[config.mk]
export PLATFORM = sky130hd
export DESIGN_NAME = uart_csr_bank
export DESIGN_NICKNAME = d
export VERILOG_FILES = /design/src/rtl/uart_csr_bank.sv
export SDC_FILE = /design/constraint.sdc
export NUM_CORES = 1
export LEC_CHECK = 0
export ABC_AREA = 1
export CORE_UTILIZATION = 44
export DETAILED_ROUTE_END_ITERATION = 10
export PLACE_DENSITY = 0.8
export SLEW_MARGIN = 20
export SYNTH_ARGS = -nofsm -noshare
export SYNTH_HDL_FRONTEND = slang
export SYNTH_SLANG_ARGS = --single-unit
[constraint.sdc]
create_clock -name clk -period 3 [get_ports clk]
set_input_delay 0.45 -clock clk [delete_from_list [all_inputs] [get_ports clk]]
set_output_delay 0.45 -clock clk [all_outputs]
set_load 0.1 [all_outputs]
[src/rtl/uart_csr_bank.sv]
// UART control/status register bank: bus-facing CSR slave that holds line config, baud divisor,
// interrupt enable/status and single-entry TX/RX holding registers for the UART core.
module uart_csr_bank #(
   parameter int DATA_W  = 32,
   parameter int ADDR_W  = 8,
   parameter int CHAR_W  = 9,
   parameter int DIV_W   = 16,
   parameter int DIV_RST = 27
) (
   input  logic              clk,
   input  logic              reset,
   input  logic              cs,
   input  logic              wen,
   input  logic [ADDR_W-1:0] addr,
   input  logic [DATA_W-1:0] wdata,
   output logic [DATA_W-1:0] rdata,
   output logic              rvalid,
   output logic [4:0]        word_length,
   output logic              num_stop_bits,
   output logic              oversample_by_3,
   output logic              enable_uart,
   output logic [DIV_W-1:0]  baud_div,
   output logic [CHAR_W-1:0] tx_data,
   output logic              tx_valid,
   input  logic              tx_ready,
   input  logic [CHAR_W-1:0] rx_data,
   input  logic              rx_valid,
   output logic              irq
);

   localparam logic [ADDR_W-3:0] REG_CTRL   = (ADDR_W-2)'(0);
   localparam logic [ADDR_W-3:0] REG_STATUS = (ADDR_W-2)'(1);
   localparam logic [ADDR_W-3:0] REG_DATA   = (ADDR_W-2)'(2);
   localparam logic [ADDR_W-3:0] REG_BAUD   = (ADDR_W-2)'(3);
   localparam logic [ADDR_W-3:0] REG_INT_EN = (ADDR_W-2)'(4);
   localparam logic [ADDR_W-3:0] REG_INT_ST = (ADDR_W-2)'(5);

   logic [7:0]        ctrl;
   logic [3:0]        int_en;
   logic [3:0]        int_stat;
   logic [CHAR_W-1:0] rx_char;
   logic              rx_full;
   logic [DATA_W-1:0] read_mux;

   logic [ADDR_W-3:0] word;
   logic              wr_acc, rd_acc;
   logic              tx_hs, tx_push, tx_accept, tx_drop, tx_done;
   logic              rx_pop, rx_load, rx_over;
   logic [3:0]        int_events, int_clear;
   logic              unused_bits;

   assign word        = addr[ADDR_W-1:2];
   assign wr_acc      = cs & wen;
   assign rd_acc      = cs & ~wen;
   assign unused_bits = ^{addr[1:0], wdata};

   // A push is accepted when the holding reg is empty or drains in the same cycle.
   assign tx_hs     = tx_valid & tx_ready;
   assign tx_push   = wr_acc & (word == REG_DATA);
   assign tx_accept = tx_push & (~tx_valid | tx_hs);
   assign tx_drop   = tx_push & tx_valid & ~tx_hs;
   assign tx_done   = tx_hs & ~tx_push;

   // A pop frees the RX slot in time for a char arriving in the same cycle.
   assign rx_pop  = rd_acc & (word == REG_DATA) & rx_full;
   assign rx_load = rx_valid & (~rx_full | rx_pop);
   assign rx_over = rx_valid & rx_full & ~rx_pop;

   assign int_events = {tx_drop, rx_over, tx_done, rx_load};
   assign int_clear  = (wr_acc && word == REG_INT_ST) ? wdata[3:0] : 4'b0;

   assign word_length     = ctrl[4:0];
   assign num_stop_bits   = ctrl[5];
   assign oversample_by_3 = ctrl[6];
   assign enable_uart     = ctrl[7];

   always_comb begin
      read_mux = '0;
      case (word)
         REG_CTRL:   read_mux = DATA_W'(ctrl);
         REG_STATUS: read_mux = DATA_W'({irq, rx_full, tx_valid, int_stat[2], ~tx_valid});
         REG_DATA:   read_mux = rx_full ? DATA_W'(rx_char) : '0;
         REG_BAUD:   read_mux = DATA_W'(baud_div);
         REG_INT_EN: read_mux = DATA_W'(int_en);
         REG_INT_ST: read_mux = DATA_W'(int_stat);
         default:    read_mux = '0;
      endcase
   end

   always_ff @(posedge clk or posedge reset) begin
      if (reset) begin
         ctrl     <= '0;
         baud_div <= DIV_W'(DIV_RST);
         int_en   <= '0;
         int_stat <= '0;
         tx_data  <= '0;
         tx_valid <= 1'b0;
         rx_char  <= '0;
         rx_full  <= 1'b0;
         rdata    <= '0;
         rvalid   <= 1'b0;
         irq      <= 1'b0;
      end else begin
         if (wr_acc && word == REG_CTRL)   ctrl     <= wdata[7:0];
         if (wr_acc && word == REG_BAUD)   baud_div <= wdata[DIV_W-1:0];
         if (wr_acc && word == REG_INT_EN) int_en   <= wdata[3:0];
         // Set events are OR-ed in after the clear so they win a same-cycle W1C.
         int_stat <= (int_stat & ~int_clear) | int_events;
         irq      <= |(int_stat & int_en);

         if (tx_accept) begin
            tx_data  <= wdata[CHAR_W-1:0];
            tx_valid <= 1'b1;
         end else if (tx_hs) begin
            tx_valid <= 1'b0;
         end

         if (rx_load) begin
            rx_char <= rx_data;
            rx_full <= 1'b1;
         end else if (rx_pop) begin
            rx_full <= 1'b0;
         end

         rvalid <= rd_acc;
         rdata  <= rd_acc ? read_mux : '0;
      end
   end

endmodule

==> results of run 1 <==
-- report_power, final --
part / total [uW] / switching (uW) / leakage [uW] / internal, uW
Clock: 654 / 314 / 0.0000865 / 340
Sequential: 1070 / 51.0 / 0.000897 / 1020
Combinational: 653 / 515 / 0.00120 / 138
-- final cells by class --
class,instances,area (um^2),area share (%)
flip-flops and latches,70,1760,41.9
multi-input cells,244,1210,28.7
repair buffers,91,786,18.7
clock buffers,14,163,3.88
inverters,41,156,3.73
well taps,99,124,2.95
clock inverters,1,5.00,0.119
-- per-stage QoR --
stage | hold WS, ps | worst slack, ps | util, %
2_1_floorplan | 442 | 788 | -
3_3_place_gp | 454 | 690 | 55.8
5_1_grt | 510 | 806 | 58.2
3_5_place_dp | 467 | 635 | 55.8
4_1_cts | 483 | 986 | 58.2
6_report | 480 | 992 | 58.2
-- metal layers --
| layer | wire length [um] | GRT usage (%) | up-vias |
|---|---|---|---|
| met5 | 0 | 0 | - |
| met4 | 126 | 9.68 | 0 |
| met3 | 493 | 3.45 | 11 |
| met2 | 3570 | 30.6 | 104 |
| met1 | 3360 | 28.8 | 1246 |
| li1 | - | - | 1327 |
-- state kept, by name, indices dropped and copies added (netlist names) --
name,cells
rdata,16
rx_char,9
tx_valid,1
irq,1
rx_full,1
int_en,4
rvalid,1
ctrl,8
int_stat,4
baud_div,16
tx_data,9
-- critical path, stage by stage --
cell and delay, ps:
sky130_fd_sc_hd__clkdlybuf4s50_1 480, sky130_fd_sc_hd__nor2_4 280, sky130_fd_sc_hd__nand2_4 120, sky130_fd_sc_hd__nor2_4 190, sky130_fd_sc_hd__nand2_2 390, sky130_fd_sc_hd__nand2_1 220
sky130_fd_sc_hd__o21ai_2 70
-- cells in the final DEF, fill, tap and decap left out, types with 2 or more instances in the layout --
cell / count
sky130_fd_sc_hd__dfrtp_1: 66
sky130_fd_sc_hd__o21ai_2: 15
sky130_fd_sc_hd__nand2_1: 95
sky130_fd_sc_hd__inv_2: 3
sky130_fd_sc_hd__o21ai_0: 13
sky130_fd_sc_hd__clkbuf_8: 11
sky130_fd_sc_hd__clkdlybuf4s50_1: 36
sky130_fd_sc_hd__inv_1: 37
sky130_fd_sc_hd__o21ai_1: 9
sky130_fd_sc_hd__nor3_1: 6
sky130_fd_sc_hd__dfstp_2: 4
sky130_fd_sc_hd__nor2_1: 22
sky130_fd_sc_hd__conb_1: 16
sky130_fd_sc_hd__nor2_2: 4
sky130_fd_sc_hd__buf_4: 54
sky130_fd_sc_hd__nand2_2: 2
sky130_fd_sc_hd__clkbuf_1: 3
sky130_fd_sc_hd__nor2_4: 3
sky130_fd_sc_hd__a21oi_1: 13
sky130_fd_sc_hd__nand4_1: 13
sky130_fd_sc_hd__nand2_4: 3
sky130_fd_sc_hd__nand3_1: 27
-- kinds of logic after synthesis --
group	Yosys count	synth area share, %
AND/OR/NAND/NOR	178	25.6
flip-flops	70	53.6
buffers and inverters	68	11.3
AO/OA/AOI/OAI	50	9.35
other	1	0.114
-- worst max-delay path by stage --
stage	start	end	depth (start not counted)
after floorplan	reset	baud_div[10]	1
after global placement	addr[5]	baud_div[12]	7
after detailed placement	addr[5]	baud_div[13]	7
after CTS	addr[5]	baud_div[8]	7
after global routing	addr[5]	baud_div[12]	7
final	addr[5]	baud_div[8]	7
==> results.py, run 1 <==
metrics = {
    "yosys": {
        "synth_largest_area_cell": "sky130_fd_sc_hd__dfrtp_1",
        "yosys_most_used_dff": "sky130_fd_sc_hd__dfrtp_1",
        "synth_cell_type_count": 26,
        "synth_top_cell_area_share_pct": 50.4,
        "async_reset_ff_share_pct": 100,
        "synth_cells": 367,
        "synth_enable_flop_cells": 0,
        "yosys.cell_count.top_type": "sky130_fd_sc_hd__nand2_1",
        "synth-seq-area-share_pct": 53.6,
        "postSynthAreaPerCell_um2": 8.93,
        "post_synth_instance_area_um2": 3280,
        "synthTopCellsByArea": "sky130_fd_sc_hd__dfrtp_1, sky130_fd_sc_hd__nand2_1, sky130_fd_sc_hd__inv_1",
        "postSynthRegisterBits": 70,
        "yosysWarningCount": 0,
        "yosys-top-cells-count": "sky130_fd_sc_hd__nand2_1, sky130_fd_sc_hd__dfrtp_1, sky130_fd_sc_hd__inv_1",
    },
    "timing": {
        "finalCriticalPeriod_ps": 2010,
        "hold_viol_final": 0,
        "slew-limit-headroom_pct": 55.8,
        "max_clock_freq_ghz": 0.498,
        "tightest_slew_ps": 662,
        "final_setup_violations": 0,
        "post_route_fraction_of_the_period_consumed_by_the_critical_path_pct": 66.9,
        "maxSlewViolCount": 0,
        "finClkSkew_ps": 6.76,
        "rsz0062_at_grt": "false",
        "fin_setup_tns_ps": 0,
    },
    "routing": {
        "num_vias": 2688,
        "drt_iter0_markers": 156,
        "routed_wire_length_per_instance_um": 13.5,
        "drc": 0,
        "avgViaCountPerCell": 4.80,
        "wirelength_mm": 7.55,
        "route.antenna.remaining_nets": 0,
        "drtPass1Iterations": 4,
    },
    "finish": {
        "drive_gt1_share_pct": 22.8,
        "instances_no_fill": 560,
        "final_cell_area_um2": 4200,
        "fill_cells": 675,
        "final_net_count": 512,
        "diodes": 0,
        "flow.area_growth_from_synthesis_pct": 28.1,
    },
    "power_and_ir_drop": {
        "irDropWorstVdd_v": 0.000337,
        "cellLeakagePower_uw": 0.00218,
        "p_total_uw": 2380,
        "power-per-cell-area_nw_per_um2": 566,
    },
    "worst_setup_path": {
        "critPathMaxFanout": 31,
        "worst_r2r_startpoint": "tx_valid",
        "r2r_end": "tx_data[1]",
        "rr_worst_depth": 4,
        "type_of_element_launching_the_critical_path": "primary input",
        "worst_ep_required_ps": 3210,
        "r2r_setup_slack_ps": 1710,
        "critical_path_class": "in2reg",
        "worstSetupEndpointType": "flop",
        "critPathArrivalTime_ps": 2220,
    },
    "clock_network": {
        "clock_path_buffers": 2,
        "cts-buffers-inserted": 9,
        "post_cts_resized": 0,
        "root_buffer": "sky130_fd_sc_hd__clkbuf_8",
        "path_clk_slew_ps": 70,
        "cts_sink_cnt": 70,
        "cts_hold_buffers": 0,
        "post-cts-setup-buffers": 0,
        "clk_latency_worst_skew_pair_ps": 340,
        "cts_tree": "built",
        "cts.htree.levels": 3,
    },
    "job": {
        "maxCapViolations": 0,
    },
    "die": {
        "chipHeight_um": 88.3,
        "start_util_pct": 45.4,
        "ports_placed_on_the_boundary": 123,
        "die_area_um2": 7800,
        "fp.dieW_um": 88.3,
        "placementRows": 31,
        "design.core.area_um2": 7210,
    },
    "placement": {
        "finalWeightedCongestion": 0.851,
        "dpl_cell_area_um2": 4030,
        "portBuffers": 88,
        "dp.final_hpwl_mm": 5.64,
        "placed_cells": 545,
    },
    "global_route": {
        "grt_antenna_before_repair": 0,
        "grt_max_degree": 41,
        "grt.overflow.total": 0,
        "grt_first_pass_wirelength_mm": 11.9,
        "first_global_vias": 2450,
        "grt.total_usage_pct": 20.4,
    },
    "run_status": {
        "run_status": "finished, final reports clean",
    },
    "min_path": {
        "hp-start": "rx_char[8]",
        "hold-path-endpoint": "rx_char[8]",
        "min_path_type": "reg2reg",
        "holdPathStages": 2,
    },
}
No activity file was read; power rests on OpenSTA's default activity.
==> run 2, diff against run 1 <==
Settings changed: CORE_UTILIZATION 44 to 40, PLACE_DENSITY 0.8 to 0.76.
Clock period 3 ns to 1.6 ns, I/O delays scaled along.
==> run 2 against run 1 <==
Net effect: cell area rose by 24%; clock skew is 4.5 ps higher; final cell count is 5.7% higher; critical path type unchanged.
==> results.py, run 2 (synthesized netlist as in run 1, its figures left out) <==
metrics = {
    "timing": {
        "post_route_fraction_of_the_period_consumed_by_the_critical_path_pct": 88.1,
        "rsz0062_at_grt": "false",
        "max_clock_freq_ghz": 0.710,
        "final_setup_violations": 0,
        "finClkSkew_ps": 11.3,
        "hold_viol_final": 0,
        "finalCriticalPeriod_ps": 1410,
        "maxSlewViolCount": 0,
        "fin_worst_hold_slack_ps": 334,
    },
    "die": {
        "die_area_um2": 8560,
        "ports_placed_on_the_boundary": 123,
        "placementRows": 32,
        "chipHeight_um": 92.5,
        "design.core.area_um2": 7810,
        "fp.dieW_um": 92.5,
        "start_util_pct": 42.0,
    },
    "finish": {
        "drive_gt1_share_pct": 28.0,
        "layout.cells.most_common": "sky130_fd_sc_hd__nand2_1",
        "diodes": 0,
        "flow.area_growth_from_synthesis_pct": 59.3,
        "final_net_count": 540,
        "instances_no_fill": 592,
        "largestRegisters": "baud_div: 16 flops, rdata: 16 flops",
        "final_cell_mix": "sky130_fd_sc_hd__nand2_1, sky130_fd_sc_hd__dfrtp_1, sky130_fd_sc_hd__buf_12, sky130_fd_sc_hd__inv_1, sky130_fd_sc_hd__clkdlybuf4s50_1",
    },
    "power_and_ir_drop": {
        "cellLeakagePower_uw": 0.00255,
        "irDropWorstVdd_v": 0.000692,
        "power-per-cell-area_nw_per_um2": 1060,
    },
    "job": {
        "maxCapViolations": 0,
    },
    "global_route": {
        "grt_first_pass_wirelength_mm": 14.4,
        "grt_antenna_before_repair": 0,
        "first_global_vias": 2886,
        "grt.overflow.total": 0,
        "grt.total_usage_pct": 22.1,
        "grt_max_degree": 37,
    },
    "placement": {
        "dp.final_hpwl_mm": 6.53,
        "finalWeightedCongestion": 0.872,
        "placed_cells": 576,
        "portBuffers": 88,
    },
    "routing": {
        "drc": 0,
        "drtPass1Iterations": 4,
        "avgViaCountPerCell": 4.81,
        "route.antenna.remaining_nets": 0,
        "drt_iter0_markers": 159,
        "wirelength_mm": 8.70,
        "num_vias": 2847,
        "routed_wire_length_per_instance_um": 14.7,
    },
    "worst_setup_path": {
        "critPathArrivalTime_ps": 1630,
        "worstSetupEndpointType": "flop",
        "rr_worst_depth": 5,
        "cpMaxStageDelayCell": "sky130_fd_sc_hd__clkdlybuf4s50_1",
        "worst_ep_required_ps": 1830,
        "crit_path_frequent_cell": "sky130_fd_sc_hd__nand2_1",
        "critical_path_class": "in2reg",
        "type_of_element_launching_the_critical_path": "primary input",
        "critPathMaxFanout": 8,
        "slowest_delay_ps": 480,
        "r2r_end": "tx_data[8]",
        "worst_r2r_startpoint": "tx_valid",
        "r2r_setup_slack_ps": 410,
        "critical_path_cell_list": "clkdlybuf4s50_1 > inv_1 > nand2_1 > nor2_2 > nand3_1 > nand2_1 > o21ai_0",
    },
    "clock_network": {
        "post_cts_resized": 0,
        "cts-buffers-inserted": 9,
        "post-cts-setup-buffers": 0,
        "cts_hold_buffers": 0,
        "path_clk_slew_ps": 80,
        "cts.htree.levels": 3,
        "clock_path_buffers": 2,
        "root_buffer": "sky130_fd_sc_hd__clkbuf_8",
        "cts_sink_cnt": 70,
        "cts_tree": "built",
        "clk_latency_worst_skew_pair_ps": 350,
    },
    "run_status": {
        "run_status": "finished, final reports clean",
    },
    "min_path": {
        "min_path_type": "in2async",
    },
}
[run 2: changes by cell type in the layout (fill, tap and decap cells not counted)]
| cell | change |
|---|---|
| sky130_fd_sc_hd__clkbuf_1 | -2 |
| sky130_fd_sc_hd__clkinv_2 | -1 |
| sky130_fd_sc_hd__dfrtp_1 | -1 |
| sky130_fd_sc_hd__inv_2 | -1 |
| sky130_fd_sc_hd__buf_12 | +55 |
| sky130_fd_sc_hd__clkbuf_8 | -2 |
| sky130_fd_sc_hd__bufinv_16 | +5 |
| sky130_fd_sc_hd__clkinvlp_4 | +2 |
| sky130_fd_sc_hd__dfrtp_2 | +1 |
| sky130_fd_sc_hd__buf_4 | -27 |
[run 2: layout make-up]
cell class                 instances  area [um^2]
timing repair buffer             119         1680
tap                              102          128
fill                             601         2590
inverter                          41          160
clock buffer                      10          128
clock inverter                     6          158
sequential                        70         1760
multi-input combinational        244         1210
[run 2: worst max path at each step]
stage                      startpoint     endpoint  slack, ps  depth (start not counted)
after floorplan              tx_valid   tx_data[8]        160                          5
after global placement        addr[5]  int_stat[2]       -140                          7
after detailed placement      addr[4]   rx_char[5]       -150                         10
after CTS                 baud_div[1]  baud_div[1]        210                          1
after global routing          addr[5]    int_en[1]         40                          6
final                         addr[5]    int_en[1]        190                          7
[run 2: metal layers]
metal / share of wire (%) / wire length, um / vias up / GRT usage [%]
met4: 2.0 / 170 / 0 / 8.07
met5: 0 / 0 / - / 0
met1: 44 / 3800 / 1336 / 29.4
met2: 48 / 4180 / 104 / 34.1
met3: 6.3 / 547 / 18 / 6.65
li1: - / - / 1389 / -
[run 2: critical path, delay by kind of cell]
kind	cells	cell delay [ps]
AOI/OAI and AO/OA	1	90
buffers and inverters	2	580
and+or+nand+nor	4	730
[run 2: per-stage QoR]
| step | setup slack [ps] | power [uW] | area [um^2] | TNS, ps | utilization [%] |
|---|---|---|---|---|---|
| global route | 43.5 | 5700 | 5220 | 0 | 66.9 |
| CTS | 214 | 5570 | 5220 | 0 | 66.9 |
| finish | 191 | 5540 | 5220 | 0 | 66.9 |
| detailed placement | -154 | 3550 | 4940 | -5530 | 63.2 |
| global placement | -141 | 3530 | 4940 | -3880 | 63.2 |
| floorplan | 161 | 2980 | 3340 | 0 | - |
[run 2: where the power goes]
part	switching (uW)	leakage [uW]	internal [uW]
clock network	669	0.000137	1350
registers	144	0.000896	1910
logic	983	0.00152	485
==> run 3, diff against run 2 <==
Settings changed: CORE_MARGIN from default to 2.
==> run 3 against run 2 <==
Net effect: global-route usage down 1.1 points; non-clock buffer count down 4; largest cell class unchanged; final cell count down 0.17%; first-iteration DRC count down 0.63%; highest routed layer unchanged.
==> results.py, run 3 (synthesized netlist as in run 1, its figures left out) <==
metrics = {
    "clock_network": {
        "cts_tree": "built",
        "cts_hold_buffers": 0,
        "clock_path_buffers": 2,
        "root_buffer": "sky130_fd_sc_hd__clkbuf_8",
        "path_clk_slew_ps": 80,
        "clk_latency_worst_skew_pair_ps": 340,
        "cts_sink_cnt": 70,
        "post-cts-setup-buffers": 0,
        "cts-buffers-inserted": 9,
        "cts.htree.levels": 3,
    },
    "worst_setup_path": {
        "r2r_setup_slack_ps": 420,
        "critPathArrivalTime_ps": 1650,
        "r2r_end": "tx_data[0]",
        "worst_r2r_startpoint": "tx_valid",
        "type_of_element_launching_the_critical_path": "primary input",
        "timing.critical_path.from": "addr[5]",
        "worstSetupEndpointType": "flop",
        "critical_path_class": "in2reg",
        "worst_ep_required_ps": 1820,
        "rr_worst_depth": 5,
        "critPathMaxFanout": 10,
    },
    "die": {
        "fp.dieW_um": 94.5,
        "chipHeight_um": 94.5,
        "placementRows": 33,
        "die_area_um2": 8930,
        "design.core.area_um2": 8090,
        "ports_placed_on_the_boundary": 123,
        "start_util_pct": 40.5,
    },
    "timing": {
        "hold_viol_final": 0,
        "maxSlewViolCount": 0,
        "post_route_fraction_of_the_period_consumed_by_the_critical_path_pct": 89.2,
        "finClkSkew_ps": 6.73,
        "rsz0062_at_grt": "false",
        "setup_slack_ps": 173,
        "max_clock_freq_ghz": 0.701,
        "finalCriticalPeriod_ps": 1430,
        "final_setup_violations": 0,
    },
    "global_route": {
        "grt.overflow.total": 0,
        "grt_first_pass_wirelength_mm": 14.3,
        "first_global_vias": 2850,
        "grt.total_usage_pct": 21.0,
        "grt_antenna_before_repair": 0,
        "grt_max_degree": 71,
    },
    "job": {
        "maxCapViolations": 0,
    },
    "finish": {
        "flow.area_growth_from_synthesis_pct": 56.3,
        "final_cell_mix": "sky130_fd_sc_hd__nand2_1, sky130_fd_sc_hd__dfrtp_1, sky130_fd_sc_hd__buf_12, sky130_fd_sc_hd__inv_1, sky130_fd_sc_hd__clkdlybuf4s50_1",
        "instances_no_fill": 591,
        "largestRegisters": "baud_div: 16 flops, rdata: 16 flops",
        "fill_cells": 670,
        "multi_input_area_um2": 1210,
        "final_net_count": 536,
        "layout.cells.most_common": "sky130_fd_sc_hd__nand2_1",
        "register_area_um2": 1760,
        "drive_gt1_share_pct": 27.6,
        "diodes": 0,
    },
    "placement": {
        "portBuffers": 88,
        "dp.final_hpwl_mm": 6.57,
        "placed_cells": 575,
        "pre_cts_slack_ps": -188,
        "finalWeightedCongestion": 0.891,
    },
    "routing": {
        "wirelength_mm": 8.58,
        "route.antenna.remaining_nets": 0,
        "avgViaCountPerCell": 4.76,
        "num_vias": 2811,
        "drt_iter0_markers": 158,
        "drc": 0,
        "routed_wire_length_per_instance_um": 14.5,
        "drtPass1Iterations": 4,
    },
    "power_and_ir_drop": {
        "power-per-cell-area_nw_per_um2": 970,
        "cellLeakagePower_uw": 0.00249,
        "irDropWorstVdd_v": 0.000631,
    },
    "min_path": {
        "min_path_type": "in2async",
    },
    "run_status": {
        "run_status": "finished, final reports clean",
    },
}
-- run 3: worst max-delay path by stage --
stage                        to  slack, ps  depth (start not counted)
floorplan            tx_data[8]        160                          5
global placement    int_stat[2]       -150                          6
detailed placement   rx_char[7]       -190                          9
CTS                  rx_char[7]        180                          9
global route           rdata[2]         30                          7
finish               rx_char[7]        170                          9
-- run 3: where the power goes --
part / internal [uW] / switching, uW / leakage, uW
logic: 480 / 984 / 0.00150
registers: 1910 / 144 / 0.000896
clock network: 770 / 684 / 0.0000951
total: 3160 / 1810 / 0.00249
-- run 3: layout make-up --
type	instances	area share, %
well taps	105	2.56
flip-flops and latches	70	34.3
inverters	41	3.13
clock buffers	10	2.69
multi-input cells	244	23.6
clock inverters	6	1.37
repair buffers	115	32.3
-- run 3: routing by layer --
metal / vias up / track usage [%] / wire length (um)
met5: - / 0 / 0
met4: 0 / 7.25 / 110
met3: 8 / 3.59 / 399
met2: 85 / 34.6 / 4330
met1: 1339 / 28.1 / 3740
li1: 1379 / - / -
-- run 3: what timing repair did --
item,CTS,global route
setup endpoints to repair,0,1
hold endpoints to repair,0,0
resized for setup,0,1
-- run 3: critical path, stage by stage --
cell and delay [ps]:
sky130_fd_sc_hd__clkdlybuf4s50_1 500, sky130_fd_sc_hd__nor2_4 190, sky130_fd_sc_hd__nand2_4 100, sky130_fd_sc_hd__inv_4 140, sky130_fd_sc_hd__nand3_4 90, sky130_fd_sc_hd__nand2_4 80, sky130_fd_sc_hd__nand2_2 140, sky130_fd_sc_hd__nand2_1 120
sky130_fd_sc_hd__nand2_1 60
-- run 3: metrics by stage --
step | power, uW | util (%) | instance area (um^2) | hold WS, ps | TNS (ps)
2_1_floorplan | 2980 | - | 3340 | 385 | 0
3_3_place_gp | 3520 | 60.7 | 4910 | 457 | -3730
3_5_place_dp | 3550 | 60.7 | 4910 | 470 | -5330
4_1_cts | 5000 | 63.2 | 5120 | 350 | 0
5_1_grt | 5160 | 63.3 | 5120 | 362 | 0
6_report | 4970 | 63.3 | 5120 | 331 | 0
